File: src/rtl/ttt_move_entry.sv
// Button front end for the tic_tac_toe core: sync, debounce, 3x3 cursor,
// and a one-request-at-a-time move handshake with the core's verdict.
module ttt_move_entry #(
  parameter int DEBOUNCE_CYCLES = 4
) (
  input  logic       clk,
  input  logic       rst,
  input  logic       btn_left,
  input  logic       btn_right,
  input  logic       btn_up,
  input  logic       btn_down,
  input  logic       btn_sel,
  input  logic       invalid_move,
  input  logic [1:0] winner,
  output logic [3:0] move_idx,
  output logic       move_en,
  output logic [3:0] cursor,
  output logic       busy,
  output logic       reject,
  output logic [3:0] accepted_cnt
);

  localparam logic [15:0] LAST = 16'(DEBOUNCE_CYCLES - 1);

  typedef enum logic [1:0] {IDLE, ISSUE, CHECK} state_t;

  // bit order: 0 left, 1 right, 2 up, 3 down, 4 sel
  logic [4:0]  raw;
  logic [4:0]  s1;
  logic [4:0]  s2;
  logic [4:0]  deb;
  logic [4:0]  prs;
  logic [15:0] cnt [5];

  state_t state;
  state_t state_n;

  logic [1:0] row;
  logic [1:0] col;
  logic [1:0] nr;
  logic [1:0] nc;
  logic [3:0] cursor_n;

  assign raw = {btn_sel, btn_down, btn_up, btn_right, btn_left};

  always_ff @(posedge clk) begin
    if (rst) begin
      s1  <= '0;
      s2  <= '0;
      deb <= '0;
      prs <= '0;
      for (int i = 0; i < 5; i++) cnt[i] <= '0;
    end else begin
      s1 <= raw;
      s2 <= s1;
      for (int i = 0; i < 5; i++) begin
        prs[i] <= 1'b0;
        if (s2[i] == deb[i]) begin
          cnt[i] <= '0;
        end else if (cnt[i] == LAST) begin
          deb[i] <= s2[i];
          cnt[i] <= '0;
          prs[i] <= s2[i];
        end else begin
          cnt[i] <= cnt[i] + 16'd1;
        end
      end
    end
  end

  always_comb begin
    row = 2'(cursor / 4'd3);
    col = 2'(cursor % 4'd3);
    nr  = row;
    nc  = col;
    priority case (1'b1)
      prs[0]:  nc = (col == 2'd0) ? 2'd2 : col - 2'd1;
      prs[1]:  nc = (col == 2'd2) ? 2'd0 : col + 2'd1;
      prs[2]:  nr = (row == 2'd0) ? 2'd2 : row - 2'd1;
      prs[3]:  nr = (row == 2'd2) ? 2'd0 : row + 2'd1;
      default: ;
    endcase
    cursor_n = {2'b00, nr} * 4'd3 + {2'b00, nc};
  end

  always_ff @(posedge clk) begin
    if (rst) state <= IDLE;
    else     state <= state_n;
  end

  always_comb begin
    state_n = state;
    unique case (state)
      IDLE:    if (prs[4] && winner == 2'd0) state_n = ISSUE;
      ISSUE:   state_n = CHECK;
      CHECK:   state_n = IDLE;
      default: state_n = IDLE;
    endcase
  end

  assign busy = (state == ISSUE) || (state == CHECK);

  // presses seen outside IDLE fall through untouched, i.e. are dropped
  always_ff @(posedge clk) begin
    if (rst) begin
      cursor       <= 4'd4;
      move_idx     <= '0;
      move_en      <= 1'b0;
      reject       <= 1'b0;
      accepted_cnt <= '0;
    end else begin
      move_en <= 1'b0;
      reject  <= 1'b0;
      unique case (state)
        IDLE: begin
          if (prs[4]) begin
            if (winner == 2'd0) begin
              move_idx <= cursor;
              move_en  <= 1'b1;
            end
          end else if (|prs[3:0]) begin
            cursor <= cursor_n;
          end
        end
        CHECK: begin
          if (invalid_move)              reject <= 1'b1;
          else if (accepted_cnt != 4'd9) accepted_cnt <= accepted_cnt + 4'd1;
        end
        default: ;
      endcase
    end
  end

endmodule

File: config.mk
export PLATFORM = sky130hd
export DESIGN_NAME = ttt_move_entry
export DESIGN_NICKNAME = d
export VERILOG_FILES = /design/src/rtl/ttt_move_entry.sv
export SDC_FILE = /design/constraint.sdc
export NUM_CORES = 1
export LEC_CHECK = 0
export ABC_CLOCK_PERIOD_IN_PS = 5200
export CAP_MARGIN = 10
export CORE_MARGIN = 3
export CORE_UTILIZATION = 29
export DETAILED_ROUTE_END_ITERATION = 16
export GPL_TIMING_DRIVEN = 0
export SKIP_CTS_REPAIR_TIMING = 1
export SLEW_MARGIN = 20
export SYNTH_ARGS = -nofsm -noshare
export SYNTH_HDL_FRONTEND = slang
export SYNTH_SLANG_ARGS = --single-unit
File: constraint.sdc
create_clock -name clk -period 5.2 [get_ports clk]
set_input_delay 1.56 -clock clk [delete_from_list [all_inputs] [get_ports clk]]
set_output_delay 1.56 -clock clk [all_outputs]
set_load 0.005 [all_outputs]
==> results of run 1 <==
## critical path, cell delays in order (launching register included)
cell and delay (ps):
dfxtp_1 450, nand2b_1 190, inv_1 50, ha_1 160, inv_1 50, ha_1 220, o21ai_0 140, ha_1 250
a21oi_2 350, mux2i_1 400, ha_1 300, a21oi_1 140, o31ai_1 90, ha_1 310, ha_1 210, fa_1 440
a211o_1 260
## report_power, final
part	internal [uW]	switching [uW]	leakage [uW]
clock	675	408	0.000280
combinational	30.6	37.9	0.00129
sequential	1020	30.0	0.00112
## layout by cell type (no fill, tap or decap), types with 2 or more instances in the layout
cell type and n:
ha_1 22, nand2b_1 2, clkinv_1 2, mux2i_1 12, edfxtp_1 80, and3_1 18
o22ai_1 2, clkbuf_1 12, nand4_1 17, inv_1 15, xnor2_1 34, nor3_1 6
and2_1 3, a21oi_1 5, nor4_1 12, nand3_1 32, conb_1 80, clkinv_4 2
or3_1 2, inv_4 5, nor4b_1 9, dfxtp_1 36, nor2_1 120, and4_1 3
a211oi_1 2, xor2_1 46, nor3b_1 4, nor2b_1 14, o21ai_0 5, clkdlybuf4s50_1 24
nand2_1 34, clkbuf_16 19
## worst paths after layout
check	endpoint	slack (ps)	cells after the start
min	s2[0]	440	1
max	cursor[2]	1070	16
min reg2reg	s2[0]	440	1
max reg2reg	cursor[2]	1070	16
## sequential cells by signal (all words and copies together), names as in the netlist
signal,flops
accepted_cnt,4
cnt,80
cursor,4
deb,5
move_en,1
move_idx,4
prs,5
reject,1
s1,5
s2,5
state,2
## cells in the mapped netlist (all sizes together), types with 2 or more instances
library cell,number,area [um2]
a211oi,2,15.01
a21oi,6,33.78
and2,4,25.03
and3,18,112.6
and4,3,26.28
clkbuf,11,41.29
dfxtp,36,720.7
edfxtp,80,2402
ha,22,275.3
inv,15,56.30
mux2i,12,120.1
nand2,34,127.6
nand2b,2,12.51
nand3,32,160.2
nand4,17,106.4
nor2,120,450.4
nor2b,14,87.58
nor3,6,30.03
nor3b,4,30.03
nor4,12,75.07
nor4b,9,78.83
o21ai,6,30.02
o22ai,2,12.51
or3,2,12.51
xnor2,34,297.8
xor2,46,402.9
## layout make-up
class | count | area (um2) | area share
sequential | 116 | 3123 | 0.4278
multi-input combinational | 499 | 2940 | 0.4028
clock inverter | 11 | 68.82 | 0.009427
timing repair buffer | 24 | 240.2 | 0.03291
clock buffer | 21 | 493.0 | 0.06754
tap | 265 | 331.6 | 0.04542
buffer | 12 | 46.29 | 0.006342
inverter | 15 | 56.30 | 0.007713
## metrics by stage
stage	area (um2)	hold slack [ps]	setup slack [ps]	std cells	total power, uW
floorplan	6166	413.8	1475	642	1109
global placement	6738	423.6	1140	931	1133
detailed placement	6738	424.3	1104	931	1134
CTS	7300	437.4	1066	963	2230
global route	7300	459.2	761.1	963	2286
finish	7300	435.0	1067	963	2200
## logic make-up (layout without fill, tap and decap cells)
group / count (synthesis) / in the layout / synth area share
xor gates and xnor gates: 80 / 80 / 0.1194
and+or+nand+nor: 280 / 280 / 0.2324
AOI/OAI and AO/OA: 24 / 24 / 0.02729
other: 1 / 80 / 0.0006389
buffers and inverters: 27 / 83 / 0.01748
muxes: 12 / 12 / 0.02047
adders and majority gates: 23 / 23 / 0.05031
DFF: 116 / 116 / 0.5321
## layer usage
| layer | wire (um) | up-vias | GRT usage | part of all wire |
|---|---|---|---|---|
| li1 | - | 2147 | - | - |
| met1 | 5048 | 1903 | 0.1268 | 0.50 |
| met2 | 4704 | 37 | 0.1528 | 0.46 |
| met3 | 274 | 15 | 0.03169 | 0.027 |
| met4 | 131 | 0 | 0.03649 | 0.013 |
| met5 | 0 | - | 0 | 0 |
==> key figures, run 1 <==
Status
  • Outcome: finished, final reports clean

Hold path
  • Hold Crit Start: s1[0]
  • Worst Hold Class: reg2reg

Routing
  • Routed vias: 4102
  • Initial DRT Pass Iterations: 4
  • DR WL/cell: 10.55 um
  • Post-Route WL: 10160 um
  • Final ANT Viol Nets: 0
  • Via-per-instance ratio: 4.260
  • Residual DRC: 0
  • 1st-iter DRT viols: 180

Cells and area
  • Layout cells sized above 1: 0.04585
  • Area growth from synthesis to layout: 24.37%
  • Layout Utilization: 0.3714
  • Filler cell count: 2060
  • Antenna Cells: 0
  • Final Net Count: ~720

Yosys
  • Cell Area, Synth: 5869 um2
  • Top FF cell, synth: edfxtp_1
  • Number of distinct library cells after synthesis: 43
  • Synth Register Bits: about 120
  • YS warnings: 0
  • Cells after Synth: about 560
  • Seq/Total Area, Yosys: 0.5321
  • FFs w/ async S/R, synth: 0
  • EDFF count, synth: 80
  • Mean Syn Cell Area: roughly 10 um2

Die
  • Core ar.: between 15000 and 20000 um2
  • Die Wd: 148.3 um
  • Initial core utilization: 0.2986
  • Die height: 148.3 um
  • Boundary pin count: 25
  • Die area: 21980 um2
  • Cell Rows: slightly above 50

Power
  • PwrDens: 301.4 nW/um2
  • Static Leak: 0.002691 uW
  • Max VDD drop: 0.0003525 V

CTS
  • Clock latency on the worst-skew pair: just over 400 ps
  • Clock root buffer: clkbuf_16
  • Maximum root-to-sink buffer count: 2
  • H-tree depth: 4
  • TritonCTS clock tree: done
  • Num Clock Sinks: approximately 120
  • CTS clock-pin slew for the worst setup and hold paths: ~60 ps
  • TritonCTS buffer count: 17

Critical path
  • Reg2reg start: cursor[3]
  • CP startpoint kind: flop
  • Crit-path max FO: 8
  • Nature of the critical path endpoint: flop
  • Worst EP arrival: 4430 ps
  • CP startpoint: cursor[3]
  • Crit path kind: reg2reg
  • Data required, critical path: 5500 ps

Timing
  • Measured slew at the worst slew-check pin: approximately 740 ps
  • Final Cycle Share: 0.7948
  • Max-slew violations: 0
  • Final min period: between 4000 and 5000 ps
  • Unrepaired setup endpoints after global routing: no
  • Final hold vios: 0
  • Setup Viol. Count Final: 0
  • TNS Setup: 0 ps
  • Clock skew: 5.060 ps
  • Rel. slew slack: 0.5024
  • Fmax: 0.2419 GHz

GRT
  • Wire length of the first global-routing pass: 17400 um
  • Total GRT Usage: 0.09770
  • Antenna violations before repair: 0
  • Gr ovfl total: 0
  • Vias in the first global route: 3803
  • Largest net degree at the start of global routing: 17

Place
  • HPWL Detailed: 7272 um
  • I/O Buffers: 24
  • GPL Wtd Cong: 0.7535

Flow run
  • Max cap viols: 0
Power figures use the tool's default switching activity.
==> inputs of run 2 (changes only) <==
Settings changed: ABC_CLOCK_PERIOD_IN_PS 5200 to 3800.
Clock period 5.2 ns to 3.8 ns, I/O delays scaled along.
==> run 2 against run 1 <==
  * Sequential share of layout area fell by 0.92 points
  * Clock-buffer cell count unchanged
  * Cell count increased by 0.73%
  * Non-clock buffer count rose by 7
  * Worst hold slack about the same
  * Final area grew 2.4%
  * Sequential power up 36%
  * Core utilization up 0.88 points
  * Critical path type unchanged
==> key figures, run 2 (synthesis results as in run 1) <==
Status
  • Outcome: finished, final reports clean

Cells and area
  • Max reg flops: 80 (unchanged)
  • Largest register by flop count: cnt
  • Commonest non-fill, non-tap cell in the layout: nor2_1
  • Most frequent cells in the layout: nor2_1 (120), edfxtp_1 (80), conb_1 (80), xor2_1 (46)
  • Layout Cells excl Fill: 970 (+0.73%)
  • Layout cells sized above 1: 0.07518 (+0.02933)
  • Antenna Cells: 0 (unchanged)
  • Filler cell count: 2051 (-0.44%)
  • Area growth from synthesis to layout: 27.31%
  • Final Net Count: 725 (+0.97%)

Hold path
  • Hold Crit Start: s1[0]
  • Worst Hold Class: reg2reg
  • Hold path depth: 1 (unchanged)
  • Hold Path Sink: s2[0]

CTS
  • H-tree depth: 4 (unchanged)
  • Clock latency on the worst-skew pair: 410 ps (about the same)
  • Maximum root-to-sink buffer count: 2 (unchanged)
  • CTS clock-pin slew for the worst setup and hold paths: 60 ps (about the same)
  • Num Clock Sinks: 116 (unchanged)
  • Clock root buffer: clkbuf_16
  • TritonCTS clock tree: done
  • TritonCTS buffer count: 17 (unchanged)

Power
  • Clock share of power: 0.493 (about the same)
  • Comb pwr share: 0.031 (about the same)
  • Sw Pwr: 653.2 uW (+37%)
  • Max VDD drop: 0.0004823 V (+37%)
  • Sequential fraction of design power: 0.476 (about the same)
  • PwrDens: 403.1 nW/um2 (+34%)
  • Internal power: 2359 uW (+37%)
  • Switch share: 0.2169 (+0.0004855)
  • Static Leak: 0.002763 uW (+2.7%)

Critical path
  • Cell depth of the worst flop-to-flop path: 17 (+1)
  • Crit-path max FO: 7 (-1)
  • Reg2reg end: cursor[2]
  • CP startpoint kind: flop
  • Crit path kind: reg2reg
  • Worst EP arrival: 3960 ps (-470 ps)
  • Nature of the critical path endpoint: flop
  • Flop-to-flop setup slack: 140 ps (-930 ps)
  • Data required, critical path: 4090 ps (-1410 ps)
  • Reg2reg start: cursor[3]

GRT
  • Gr ovfl total: 0 (unchanged)
  • Wire length of the first global-routing pass: 17400 um (unchanged)
  • Antenna violations before repair: 0 (unchanged)
  • Total GRT Usage: 0.09770 (unchanged)
  • Vias in the first global route: 3803 (unchanged)
  • Largest net degree at the start of global routing: 17 (unchanged)

Timing
  • Final min period: 3662 ps (-471.2 ps)
  • Final hold vios: 0 (unchanged)
  • Fin Hold WS: 435.0 ps (-0.001000 ps)
  • Final Cycle Share: 0.9637 (+0.1688)
  • Rel. slew slack: 0.5121 (+0.009652)
  • Measured slew at the worst slew-check pin: 726.3 ps (-14.37 ps)
  • Fmax: 0.2731 GHz (+13%)
  • Max-slew violations: 0 (unchanged)
  • Setup Viol. Count Final: 0 (unchanged)
  • Clock skew: 5.334 ps (+0.2742 ps)

Routing
  • Via-per-instance ratio: 4.243 (-0.38%)
  • Routed vias: 4116 (+0.34%)
  • Initial DRT Pass Iterations: 4 (unchanged)
  • 1st-iter DRT viols: 201 (+12%)
  • Residual DRC: 0 (unchanged)
  • DR WL/cell: 10.66 um (+1.1%)
  • Final ANT Viol Nets: 0 (unchanged)
  • Post-Route WL: 10350 um (+1.8%)

Die
  • Cell Rows: 51 (unchanged)
  • Die area: 21980 um2 (unchanged)
  • Core ar.: 19650 um2 (unchanged)
  • Die height: 148.3 um (unchanged)
  • Boundary pin count: 25 (unchanged)
  • Initial core utilization: 0.2986 (unchanged)
  • Die Wd: 148.3 um (unchanged)

Place
  • Dpl cells: 931 (unchanged)
  • GPL Wtd Cong: 0.7535 (unchanged)
  • I/O Buffers: 24 (unchanged)
  • HPWL Detailed: 7272 um (unchanged)

Flow run
  • Max cap viols: 0 (unchanged)
[run 2: area by class of cell]
cell class	instances	area (um2)	share of cell area
flip-flops and latches	116	3128	0.4186
inverters	15	56.30	0.007535
repair buffers	31	305.3	0.04086
clock buffers	21	493.0	0.06597
plain buffers	12	46.29	0.006196
multi-input cells	499	3043	0.4072
clock inverters	11	68.82	0.009210
well taps	265	331.6	0.04437
[run 2: through the flow]
step / setup TNS (ps) / utilization / total power (uW) / area, um2 / worst slack, ps
final: 0 / 0.3802 / 3012 / 7472 / 138.0
after global routing: -25.79 / 0.3802 / 3127 / 7472 / -25.79
after CTS: -532.7 / 0.3714 / 3052 / 7300 / -334.3
after detailed placement: -457.2 / 0.3428 / 1552 / 6738 / -295.7
after global placement: -393.3 / 0.3428 / 1551 / 6738 / -259.8
after floorplan: 0 / - / 1517 / 6166 / 74.62
[run 2: power groups by stage]
stage	registers [uW]	logic, uW	clock network [uW]
2_1_floorplan	1450	69.4	0
3_3_place_gp	1460	92.8	0
3_5_place_dp	1460	92.6	0
4_1_cts	1430	93.3	1520
5_1_grt	1440	110	1580
6_report	1430	93.8	1480
[run 2: per-layer routing]
layer  global-route usage  share of wire
met1               0.1268           0.49
met2               0.1528           0.47
met3              0.03169          0.028
met4              0.03649          0.013
met5                    0              0
[run 2: critical path: stages (launching register included)]
cell,delay (ps)
dfxtp_4,350
nand2b_4,150
inv_1,60
ha_1,120
inv_1,60
ha_4,270
nor3b_4,200
a31oi_4,70
a21oi_4,190
buf_12,150
mux2i_4,260
ha_1,270
a21oi_2,110
o31ai_1,80
ha_1,300
ha_1,210
fa_1,440
a211o_1,260
[run 2: worst max-delay path by stage]
stage	to	start	slack, ps	cells past startpoint
after global placement	cursor[2]	cursor[3]	-260	16
after CTS	cursor[2]	cursor[3]	-330	16
after detailed placement	cursor[2]	cursor[3]	-300	16
after floorplan	cursor[2]	cursor[3]	70	17
after global routing	cursor[2]	cursor[3]	-30	19
final	cursor[2]	cursor[3]	140	17
